### src/rtl/rtype_instr_encoder.sv
// Re-encodes decoded ALU requests into 32-bit MIPS R-type words and queues them in a
// DEPTH-entry in-order FIFO. It also keeps counters of delivered words and dropped illegal ops.
module rtype_instr_encoder #(
    parameter int DEPTH = 4,
    parameter int CNT_W = 16
) (
    input  logic             clk,
    input  logic             reset,
    input  logic             in_valid,
    output logic             in_ready,
    input  logic [3:0]       in_op,
    input  logic [4:0]       in_rs,
    input  logic [4:0]       in_rt,
    input  logic [4:0]       in_rd,
    input  logic [4:0]       in_shamt,
    output logic             out_valid,
    input  logic             out_ready,
    output logic [31:0]      out_instr,
    output logic             err,
    output logic [CNT_W-1:0] issued_count,
    output logic [CNT_W-1:0] err_count
);
    localparam int PTR_W = $clog2(DEPTH);
    localparam int OCC_W = PTR_W + 1;

    // Handshake: a transfer happens on a side only in a cycle where valid && ready are both high.
    // The producer holds its data stable until that cycle. in_ready depends only on registered
    // occupancy, so a full FIFO refuses input even in a cycle where it also pops.

    logic [31:0]      mem [DEPTH];
    logic [PTR_W-1:0] wr_ptr;
    logic [PTR_W-1:0] rd_ptr;
    logic [OCC_W-1:0] occ;

    logic        legal;
    logic        is_shift;
    logic [5:0]  funct;
    logic [31:0] word;
    logic        accept;
    logic        push;
    logic        pop;

    always_comb begin
        legal    = 1'b1;
        is_shift = 1'b0;
        funct    = 6'b000000;
        case (in_op)
            4'd0:    funct = 6'b100000;
            4'd1:    funct = 6'b100001;
            4'd2:    funct = 6'b100100;
            4'd3:    funct = 6'b100111;
            4'd4:    funct = 6'b100101;
            4'd5:    funct = 6'b101011;
            4'd6:    begin funct = 6'b000000; is_shift = 1'b1; end
            4'd7:    begin funct = 6'b000010; is_shift = 1'b1; end
            4'd8:    funct = 6'b100010;
            4'd9:    funct = 6'b100011;
            default: legal = 1'b0;
        endcase
        // Shifts take their operand from rt, so rs is zeroed. Non-shifts carry no shift amount.
        word = {6'b000000,
                is_shift ? 5'd0 : in_rs,
                in_rt,
                in_rd,
                is_shift ? in_shamt : 5'd0,
                funct};
    end

    assign in_ready  = (occ < OCC_W'(DEPTH));
    assign out_valid = (occ != '0);
    assign out_instr = out_valid ? mem[rd_ptr] : 32'd0;

    assign accept = in_valid && in_ready;
    assign push   = accept && legal;
    assign pop    = out_valid && out_ready;

    always_ff @(posedge clk) begin
        if (push) begin
            mem[wr_ptr] <= word;
        end
    end

    always_ff @(posedge clk) begin
        if (reset) begin
            wr_ptr       <= '0;
            rd_ptr       <= '0;
            occ          <= '0;
            err          <= 1'b0;
            issued_count <= '0;
            err_count    <= '0;
        end else begin
            if (push) begin
                wr_ptr <= wr_ptr + PTR_W'(1);
            end
            if (pop) begin
                rd_ptr       <= rd_ptr + PTR_W'(1);
                issued_count <= issued_count + CNT_W'(1);
            end
            case ({push, pop})
                2'b10:   occ <= occ + OCC_W'(1);
                2'b01:   occ <= occ - OCC_W'(1);
                default: occ <= occ;
            endcase
            err <= accept && !legal;
            if (accept && !legal && (err_count != '1)) begin
                err_count <= err_count + CNT_W'(1);
            end
        end
    end
endmodule

### config.mk
export PLATFORM = sky130hd
export DESIGN_NAME = rtype_instr_encoder
export DESIGN_NICKNAME = d
export VERILOG_FILES = /design/src/rtl/rtype_instr_encoder.sv
export SDC_FILE = /design/constraint.sdc
export NUM_CORES = 1
export LEC_CHECK = 0
export CAP_MARGIN = 5
export CORE_UTILIZATION = 27
export CTS_CLUSTER_DIAMETER = 150
export DETAILED_ROUTE_END_ITERATION = 10
export PLACE_DENSITY = 0.57
export SYNTH_ARGS = -nofsm -noshare
export SYNTH_HDL_FRONTEND = slang
export SYNTH_SLANG_ARGS = --single-unit
### constraint.sdc
create_clock -name clk -period 3.23 [get_ports clk]
set_input_delay 0.646 -clock clk [delete_from_list [all_inputs] [get_ports clk]]
set_output_delay 0.646 -clock clk [all_outputs]
set_load 0.05 [all_outputs]
### After elaboration in Yosys (flattened, before gate mapping)

Memory sizes are Yosys's and may differ from the RTL's. A register that Yosys moved wholly into a read port is not among the register bits.
Cells that the tools add are included.
W data, S select, Z words.

| operators by class | value |
|---|---|
| $add $sub $neg | 6 |
| $lt $le $gt $ge | 1 |
| equal/unequal tests | 12 |
| mux-type cells | 11 |
| reduce and logical (&&, ||, !) cells | 11 |

Operator list:

| operator | count |
|---|---|
| $pmux W6 S9 | 1 |
| $add A16 B1 Y16 const B | 2 |
| $mux W32 | 1 |
| $eq A4 B3 Y1 const B | 4 |
| $ne A16 B16 Y1 const B | 1 |
| $mux W5 | 2 |
| $reduce_or A10 Y1 | 1 |
| $eq A4 B2 Y1 const B | 2 |
| $eq A4 B4 Y1 const B | 2 |
| $pmux W3 S2 | 1 |
| $logic_and A1 B1 Y1 | 5 |
| $add A2 B1 Y2 const B | 2 |
| $eq A4 B1 Y1 const B | 1 |
| $logic_not A4 Y1 | 1 |
| $mux W1 | 4 |
| $mux W2 | 2 |
| $add A3 B1 Y3 const B | 1 |
| $lt A3 B3 Y1 const B | 1 |
| $reduce_bool A3 Y1 | 1 |
| $sub A3 B1 Y3 const B | 1 |
| $eq A2 B1 Y1 const B | 1 |
| $eq A2 B2 Y1 const B | 1 |
| $reduce_bool A2 Y1 | 1 |
| $reduce_or A2 Y1 | 1 |
| $logic_not A1 Y1 | 1 |

| storage, ports and cells | value |
|---|---|
| register bits after elaboration | 40 |
| RAM bits | 104 |
| input bits | 28 |
| output and inout port bits | 67 |
| memories kept | 1 |

Memories:

| memory | words | width | read ports | clocked after memory_dff | wr ports | RTL line | source |
|---|---|---|---|---|---|---|---|
| mem | 4 | 26 | 1 | 1 | 1 | 30 | `logic [31:0] mem [DEPTH];` |

### Depth between registers and ports, before layout

Gate-level depths: netlist (run 1).

| logic depth | value |
|---|---|
| depth after elaboration | 6 |
| depth in mapped cells | 10 |
| depth with buffers taken out | 9 |

### Worst setup path after synthesis (run 1)

No wires, ideal clock.

| path | value |
|---|---|
| path type | register -> output |
| from | register with a tool-made name |
| to | output port out_instr[10] |
| arrival | 1837 ps |
| required time | 2584 ps |
| setup slack | 747 ps |
| stages on the path, launching flop included | 5 |
| buffers on the path | 2 |
| path through | dfxtp_1 clkbuf_1 clkbuf_1 mux4_2 nor2b_1 |

RTL lines:

| element | RTL line | source |
|---|---|---|
| end, declared | 18 | `output logic [31:0] out_instr,` |

==> results.py, run 1 <==
metrics = {
    "grt": {
        "antenna_found_initial": 1,
        "grt_pass1_vias": 3962,
        "grt_usage_pct": 12.3,
        "grt_overflow": 0,
        "grt_max_degree": 26,
        "grt_pass1_wl_um": 20900,
    },
    "setup_path": {
        "r2r_start": "occ[0]",
        "critical_path_class": "register to output pin",
        "crit_slowest_cell": "mux4_2",
        "path_cells": "buf_4 -> mux4_2 -> nor2b_1 -> buf_4",
        "cp-end-kind": "output pin",
        "path_max_fanout": 25,
        "cpMostUsedCell": "buf_4",
        "cpPeakStageDelay_ps": 560,
        "crit_path_start_kind": "register",
        "worstPathRequired_ps": 2580,
        "worst-endpoint-arrival_ps": 2120,
    },
    "detailed_routing": {
        "ant_nets": 0,
        "wire_per_inst_um": 16.0,
        "viasPerCell": 4.74,
        "firstDrtPassIters": 5,
        "route.vias.total": 3897,
        "drcViolationCount": 0,
        "drtIter0Drc": 211,
        "wirelength_um": 13200,
    },
    "synth": {
        "yosys.area_share.simple_pct": 13.9,
        "netlist.area_leader.share_pct": 49.9,
        "syn_inst": 430,
        "synth_area_um2": 6010,
        "syn_area_per_cell_um2": 14.0,
        "synthAdderAreaFrac_pct": 1.79,
        "netlist_top_cells_count": "edfxtp_1 (100), dfxtp_1 (42), nor2_1 (26)",
        "synth_xor_xnor_area_share_pct": 2.33,
        "synth_most_common_cell": "edfxtp_1",
        "yosys-top-cells-area": "edfxtp_1 (50%), dfxtp_1 (14%), mux4_2 (9.4%), nor2b_1 (2.6%), a21oi_1 (1.8%)",
        "async_reset_ff_share_pct": 0,
        "synthFlopType": "edfxtp_1",
        "synth_top_family_by_area": "simple AND/OR/NAND/NOR gates",
        "ys_warn_count": 0,
        "synth-seq-area-share_pct": 63.9,
        "synth_compound_area_share_pct": 5.45,
        "ys_ff_latch": 142,
        "muxShareOfSynthArea_pct": 9.53,
        "yosysUniqueCellTypes": 48,
        "synth_largest_area_cell": "edfxtp_1",
        "synth_enable_flop_cells": 100,
    },
    "sta": {
        "fmax_mhz": 361,
        "fin_crit_sh_pct": 85.8,
        "slew_headroom_pct": 33.1,
        "fin_skew_ps": 9.05,
        "period_minus_slack_ps": 2770,
        "setup_slack_ps": 460,
        "tightest_slew_ps": 989,
        "final-hold-violation-count": 0,
        "rsz0062_at_grt": "false",
        "tns_ps": 0,
        "drv_slew": 0,
        "setup-violations-final": 0,
    },
    "clock_tree": {
        "clockRootBuffer": "clkbuf_16",
        "cts_hold_buf": 0,
        "cts_resized": 0,
        "post_cts_buffers": 0,
        "cts_tree": "built",
        "clk_pin_slew_ps": 60,
        "cts_buffers": 17,
        "cts_sinks": 142,
        "insertion_delay_ps": 420,
        "htreeDepth": 4,
        "ctsLongestPathBuffers": 2,
    },
    "floorplanning": {
        "die_w_um": 151,
        "dieArea_um2": 22900,
        "ios": 95,
        "core_um2": 21800,
        "start_util_pct": 27.6,
        "die_h_um": 151,
        "rows": 54,
    },
    "placement": {
        "dp_slack_ps": 339,
        "dpl.hpwl_um": 8320,
        "place_inst": 789,
        "gp_congestion": 0.772,
        "io_buffers": 87,
    },
    "pwr": {
        "power.density_nw_per_um2": 787,
        "peakVddDrop_mv": 0.339,
        "p_leak_nw": 2.55,
    },
    "final_layout": {
        "syn_to_final_growth_pct": 29.2,
        "stdcell_count": 822,
        "drive_gt1_share_pct": 18.9,
        "fin_nets": 564,
    },
    "min_path": {
        "hp-start": "issued_count[15]",
        "hold_class": "register to register",
    },
    "run_status": {
        "status": "complete, no violations",
    },
    "flow_run": {
        "maxCapViolCount": 0,
    },
}
cell families (layout without fill, tap and decap cells):
family / count (synthesis) / in the layout
compound gates: 54 / 54
xor+xnor: 16 / 16
fa+ha+maj: 8 / 8
buf+inv: 39 / 144
flops: 142 / 142
mux: 26 / 26
other cells: 1 / 8
simple gates: 144 / 144
critical path: cells and delay by family, from the launching register on:
family | cells | cell delay (ps)
DFF | 1 | 310
and+or+nand+nor | 1 | 160
muxes | 1 | 560
buffers and inverters | 2 | 660
placed cells by master (no fill, tap or decap), types with 3 or more instances in the layout:
cell type	instances
a21oi_1	22
and2_1	10
and3_1	7
and4_1	3
buf_12	3
buf_4	34
clkbuf_16	17
clkdlybuf4s50_1	62
clkinv_4	3
conb_1	7
dfxtp_1	41
edfxtp_1	100
ha_1	7
inv_1	12
inv_6	4
inv_8	5
mux4_2	25
nand2_1	15
nand3_1	7
nand4_1	9
nor2_1	26
nor2b_1	25
nor3_1	8
nor4_1	5
o21ai_0	11
o31ai_1	9
or3_1	7
or4_1	9
xnor2_1	11
xor2_1	5
routing by layer:
metal,share of wire [%],routed length (µm),GRT usage (%),vias to the layer above
li1,-,-,-,1832
met1,43,5660,14.2,1955
met2,49,6510,20.8,101
met3,6.6,865,4.22,9
met4,0.91,120,4.45,0
met5,0,0,0,-
state kept, by name (all words and copies together) (netlist names), named ones only:
signal	count
rd_ptr	2
occ	3
err_count	16
issued_count	16
err	1
wr_ptr	2
mem	100
through the flow:
step                      hold slack, ps  util [%]  total power, mW  area [µm²]
after detailed placement             487      33.0             4.32        7190
after CTS                            504      35.6             6.21        7760
after global routing                 532      35.6             6.41        7760
final                                504      35.6             6.11        7770
after floorplan                      485         -             3.62        6040
after global placement               479      33.0             4.29        7190
power breakdown:
part           internal [mW]  total [mW]  switching, mW  leakage (nW)
Clock                   1.02        1.87          0.847         0.279
Sequential              2.08        2.15         0.0716          1.26
Combinational          0.739        2.09           1.35          1.02
Total                   3.84        6.11           2.27          2.55
layout make-up:
cell class / instances / area [µm²]
timing repair buffer: 99 / 936
sequential: 142 / 3840
clock inverter: 15 / 145
inverter: 13 / 48.8
tap: 280 / 350
antenna: 1 / 2.50
multi-input combinational: 255 / 2010
clock buffer: 17 / 425
fill: 2104 / 14100
final timing paths:
path	slack, ps	endpoint	cells after the start
worst min register to register	500	issued_count[15]	2
worst max-delay path	460	out_instr[0]	4
worst min-delay path	500	issued_count[15]	2
worst max register to register	910	occ[2]	8
No activity file was read; power rests on OpenSTA's default activity.
==> run 2, diff against run 1 <==
--- a/config.mk
+++ b/config.mk
@@ -6,10 +6,11 @@
 export NUM_CORES = 1
 export LEC_CHECK = 0
 export CAP_MARGIN = 5
-export CORE_UTILIZATION = 27
+export CORE_UTILIZATION = 45
 export CTS_CLUSTER_DIAMETER = 150
 export DETAILED_ROUTE_END_ITERATION = 10
-export PLACE_DENSITY = 0.57
+export PLACE_DENSITY = 0.8
+export SLEW_MARGIN = 5
 export SYNTH_ARGS = -nofsm -noshare
 export SYNTH_HDL_FRONTEND = slang
 export SYNTH_SLANG_ARGS = --single-unit
==> constraint.sdc (replaced) <==
create_clock -name clk -period 3.4 [get_ports clk]
set_input_delay 0.68 -clock clk [delete_from_list [all_inputs] [get_ports clk]]
set_output_delay 0.68 -clock clk [all_outputs]
set_load 0.05 [all_outputs]
==> run 2 against run 1 <==
Effect of this change:
- die area is 40% lower
- first-iteration DRC count is 11% lower
- via count is 0.54% lower
- setup slack worse by 240 ps
- clock skew hardly changed
- critical path type unchanged
==> results.py, run 2 (synthesized netlist as in run 1, its figures left out) <==
metrics = {
    "run_status": {
        "status": "complete, no violations",
    },
    "setup_path": {
        "r2r_setup_slack_ps": 1050,
        "cpPeakStageDelay_ps": 710,
        "path_max_fanout": 16,
        "r2r_start": "occ[0]",
        "crit_path_end": "out_instr[19]",
        "crit_slowest_cell": "clkdlybuf4s50_1",
        "worstPathRequired_ps": 2720,
        "cp-end-kind": "output pin",
        "path_cells": "mux4_2 -> nor2b_1 -> clkdlybuf4s50_1",
        "worst-endpoint-arrival_ps": 2500,
        "r2r-end": "occ[2]",
        "crit_path_start_kind": "register",
        "critical_path_class": "register to output pin",
        "r2r_cells": 8,
    },
    "detailed_routing": {
        "route.vias.total": 3876,
        "firstDrtPassIters": 4,
        "drtIter0Drc": 187,
        "drcViolationCount": 0,
        "ant_nets": 0,
        "wire_per_inst_um": 16.9,
        "wirelength_um": 12100,
        "viasPerCell": 5.42,
    },
    "sta": {
        "setup-violations-final": 0,
        "drv_slew": 0,
        "tns_ps": 0,
        "rsz0062_at_grt": "false",
        "fin_crit_sh_pct": 93.6,
        "final-hold-violation-count": 0,
        "tightest_slew_ps": 1010,
        "fin_skew_ps": 8.81,
        "fmax_mhz": 314,
        "period_minus_slack_ps": 3180,
        "slew_headroom_pct": 31.5,
    },
    "final_layout": {
        "final_common_cell": "edfxtp_1",
        "final_cell_mix": "edfxtp_1 (100), clkdlybuf4s50_1 (75), dfxtp_1 (41), nor2_1 (26), buf_4 (26)",
        "seq_area_um2": 3840,
        "drive_gt1_share_pct": 16.4,
        "syn_to_final_growth_pct": 27.1,
        "fin_nets": 566,
        "reg_top3": "mem (100), err_count (16), issued_count (16)",
        "largest_reg_flops": 100,
        "antenna_cells": 0,
        "multi_input_area_um2": 2010,
        "final_util_pct": 59.6,
        "largest_register": "mem",
        "fillers": 990,
        "stdcell_area_um2": 7640,
    },
    "floorplanning": {
        "rows": 41,
        "ios": 95,
        "dieArea_um2": 13800,
        "die_w_um": 118,
        "core_um2": 12800,
        "start_util_pct": 46.9,
        "die_h_um": 118,
    },
    "grt": {
        "grt_pass1_vias": 3834,
        "grt_max_degree": 42,
        "grt_usage_pct": 18.1,
        "grt_pass1_wl_um": 19500,
        "grt_overflow": 0,
        "antenna_found_initial": 0,
    },
    "clock_tree": {
        "insertion_delay_ps": 410,
        "cts_tree": "built",
        "htreeDepth": 4,
        "post_cts_buffers": 0,
        "clockRootBuffer": "clkbuf_16",
        "clk_pin_slew_ps": 60,
        "cts_hold_buf": 0,
        "ctsLongestPathBuffers": 2,
        "cts_buffers": 17,
        "cts_sinks": 142,
        "cts_resized": 0,
    },
    "pwr": {
        "power.density_nw_per_um2": 755,
        "p_leak_nw": 2.54,
        "peakVddDrop_mv": 0.399,
    },
    "placement": {
        "io_buffers": 87,
        "dpl.hpwl_um": 7460,
        "placed_area_um2": 7070,
        "gp_congestion": 0.797,
    },
    "flow_run": {
        "maxCapViolCount": 0,
    },
    "min_path": {
        "hold_class": "register to register",
        "hp-start": "issued_count[15]",
    },
}
[run 2: changes by cell type in the layout (fill, tap and decap cells not counted), sizes merged]
cell           change
buf               -11
clkbuf             +1
inv                -6
clkinv             +4
diode              -1
clkdlybuf4s50     +13
bufinv             +2
clkinvlp           -1
[run 2: cell type report]
class / count / share of cell area [%]
flip-flops and latches: 142 / 50.3
clock buffers: 18 / 5.62
multi-input cells: 255 / 26.4
clock inverters: 14 / 1.87
inverters: 13 / 0.639
repair buffers: 101 / 12.4
well taps: 172 / 2.82
[run 2: worst min-delay path by stage]
| stage | endpoint | slack (ps) | cells past startpoint |
|---|---|---|---|
| floorplan | register | 480 | 2 |
| global placement | issued_count[15] | 480 | 2 |
| detailed placement | issued_count[15] | 490 | 2 |
| CTS | issued_count[15] | 500 | 2 |
| global route | issued_count[15] | 540 | 2 |
| finish | issued_count[15] | 500 | 2 |
[run 2: critical path: cells and delay by family (launching register included)]
kind                   cells  cell delay (ps)
and+or+nand+nor            1              140
buffers and inverters      1              710
muxes                      1              580
DFF                        1              660
[run 2: where the power goes]
part | leakage (nW) | switching, mW | internal [mW]
sequential | 1.26 | 0.110 | 1.97
clock | 0.285 | 0.705 | 1.08
combinational | 0.996 | 1.19 | 0.702
total | 2.54 | 2.01 | 3.76
[run 2: routing by layer]
layer	up-vias	GRT usage, %	share of wire (%)
met4	0	4.57	0.86
met2	135	30.1	50
met1	1914	23.1	44
met5	-	0	0
met3	8	5.38	5.5
li1	1819	-	-
[run 2: per-stage QoR]
stage | std cells | setup WS (ps) | total power [mW] | hold slack (ps)
floorplan | 436 | 883 | 3.44 | 485
global placement | 683 | 633 | 3.99 | 476
detailed placement | 683 | 539 | 4.04 | 487
CTS | 715 | 153 | 5.83 | 499
global route | 715 | 86.8 | 6.00 | 541
finish | 715 | 217 | 5.77 | 497
==> run 3, diff against run 2 <==
--- a/config.mk
+++ b/config.mk
@@ -6,8 +6,8 @@
 export NUM_CORES = 1
 export LEC_CHECK = 0
 export CAP_MARGIN = 5
+export CORE_MARGIN = 2
 export CORE_UTILIZATION = 45
-export CTS_CLUSTER_DIAMETER = 150
 export DETAILED_ROUTE_END_ITERATION = 10
 export PLACE_DENSITY = 0.8
 export SLEW_MARGIN = 5
==> run 3 against run 2 <==
Effect of this change:
- first-iteration DRC count grew 32%
- combinational power hardly changed
- sequential power about the same
- clock power is 9% lower
- clock skew down 1.7 ps
- final cell count up 0.28%
- via count up 0.41%
- critical path type unchanged
- maximum frequency is 0.88% lower
- total power down 2.9%
- worst hold slack gained 8.2 ps
==> results.py, run 3 (synthesized netlist as in run 1, its figures left out) <==
metrics = {
    "run_status": {
        "status": "complete, no violations",
    },
    "final_layout": {
        "largest_reg_flops": 100,
        "drive_gt1_share_pct": 15.7,
        "reg_top3": "mem (100), err_count (16), issued_count (16)",
        "fin_nets": 564,
        "antenna_cells": 0,
        "final_common_cell": "edfxtp_1",
        "stdcell_count": 717,
        "syn_to_final_growth_pct": 26.4,
        "largest_register": "mem",
        "stdcell_area_um2": 7600,
        "fillers": 1047,
        "final_cell_mix": "edfxtp_1 (100), clkdlybuf4s50_1 (77), dfxtp_1 (41), nor2_1 (26)",
    },
    "clock_tree": {
        "clk_pin_slew_ps": 60,
        "cts_sinks": 142,
        "ctsLongestPathBuffers": 2,
        "htreeDepth": 4,
        "cts_hold_buf": 0,
        "insertion_delay_ps": 410,
        "post_cts_buffers": 0,
        "cts_tree": "built",
        "cts_buffers": 17,
        "clockRootBuffer": "clkbuf_16",
        "cts_resized": 0,
    },
    "grt": {
        "busiest_layer": "met2",
        "globalRouteMet2Util_pct": 29.3,
        "grt_usage_pct": 17.6,
        "antenna_found_initial": 0,
        "grt_overflow": 0,
        "met3_usage_pct": 5.09,
        "grt_max_degree": 28,
        "grt_pass1_vias": 3916,
        "grt_pass1_wl_um": 19400,
        "grt_util_met1_pct": 21.9,
    },
    "setup_path": {
        "r2r-end": "occ[2]",
        "r2r_start": "occ[0]",
        "crit_path_start_kind": "register",
        "path_max_fanout": 19,
        "r2r_setup_slack_ps": 980,
        "cp-end-kind": "output pin",
        "cpPeakStageDelay_ps": 710,
        "worst-endpoint-arrival_ps": 2530,
        "crit_slowest_cell": "clkdlybuf4s50_1",
        "worstPathRequired_ps": 2720,
        "r2r_cells": 8,
        "path_cells": "buf_12 -> mux4_2 -> nor2b_1 -> clkdlybuf4s50_1",
        "critical_path_class": "register to output pin",
    },
    "pwr": {
        "peakVddDrop_mv": 0.313,
        "p_leak_nw": 2.49,
        "power.density_nw_per_um2": 737,
    },
    "placement": {
        "dpl.hpwl_um": 7640,
        "gp_congestion": 0.769,
        "placed_area_um2": 7080,
        "place_inst": 685,
        "dp_slack_ps": 337,
        "io_buffers": 87,
    },
    "min_path": {
        "hold_class": "register to register",
        "hp-start": "issued_count[15]",
        "min_to": "issued_count[15]",
        "holdPathStages": 2,
    },
    "sta": {
        "slew_headroom_pct": 30.4,
        "setup-violations-final": 0,
        "fin_skew_ps": 7.06,
        "final-hold-violation-count": 0,
        "fin_crit_sh_pct": 94.4,
        "rsz0062_at_grt": "false",
        "tns_ps": 0,
        "fmax_mhz": 311,
        "drv_slew": 0,
        "setup_slack_ps": 189,
        "tightest_slew_ps": 1030,
        "period_minus_slack_ps": 3210,
    },
    "detailed_routing": {
        "drcViolationCount": 0,
        "drtIter0Drc": 246,
        "ant_nets": 0,
        "viasPerCell": 5.43,
        "route.vias.total": 3892,
        "wirelength_um": 11800,
        "wire_per_inst_um": 16.5,
        "firstDrtPassIters": 4,
    },
    "floorplanning": {
        "die_h_um": 120,
        "ios": 95,
        "dieArea_um2": 14300,
        "rows": 42,
        "core_um2": 13100,
        "die_w_um": 120,
        "start_util_pct": 45.8,
    },
    "flow_run": {
        "maxCapViolCount": 0,
    },
}
run 3: worst max-delay path by stage:
stage                     to  slack (ps)
6_report       out_instr[19]         190
5_1_grt        out_instr[15]          40
4_1_cts        out_instr[19]         130
3_5_place_dp          occ[2]         340
3_3_place_gp          occ[2]         470
2_1_floorplan  out_instr[10]         880
run 3: layout make-up:
class / instances / area [µm²] / share of cell area, %
Multi-Input combinational cell: 255 / 2010 / 26.5
Clock inverter: 14 / 92.6 / 1.22
Inverter: 13 / 48.8 / 0.642
Tap cell: 176 / 220 / 2.90
Clock buffer: 18 / 429 / 5.65
Sequential cell: 142 / 3840 / 50.6
Timing Repair Buffer: 99 / 948 / 12.5
run 3: where the power goes:
part / total (mW) / leakage, nW / internal [mW] / switching [mW]
registers: 2.06 / 1.26 / 1.97 / 0.0875
logic: 1.92 / 0.985 / 0.706 / 1.22
clock network: 1.62 / 0.248 / 0.926 / 0.692
total: 5.60 / 2.49 / 3.61 / 2.00
run 3: stage by stage:
stage / power (mW) / hold slack, ps / utilization [%]
floorplan: 3.44 / 485 / -
global placement: 4.02 / 481 / 53.9
detailed placement: 4.04 / 498 / 53.9
CTS: 5.67 / 510 / 57.8
global route: 5.85 / 546 / 57.8
finish: 5.60 / 505 / 57.8
run 3: layer usage:
layer / vias up / share of wire [%] / wire, µm
li1: 1815 / - / -
met1: 1934 / 45 / 5280
met2: 127 / 48 / 5710
met3: 16 / 5.6 / 660
met4: 0 / 1.4 / 170
met5: - / 0 / 0
run 3: critical path: cells and delay by family, from the launching register on:
kind	cells	cell delay (ps)
buffers and inverters	2	950
muxes	1	530
DFF	1	490
and+or+nand+nor	1	150
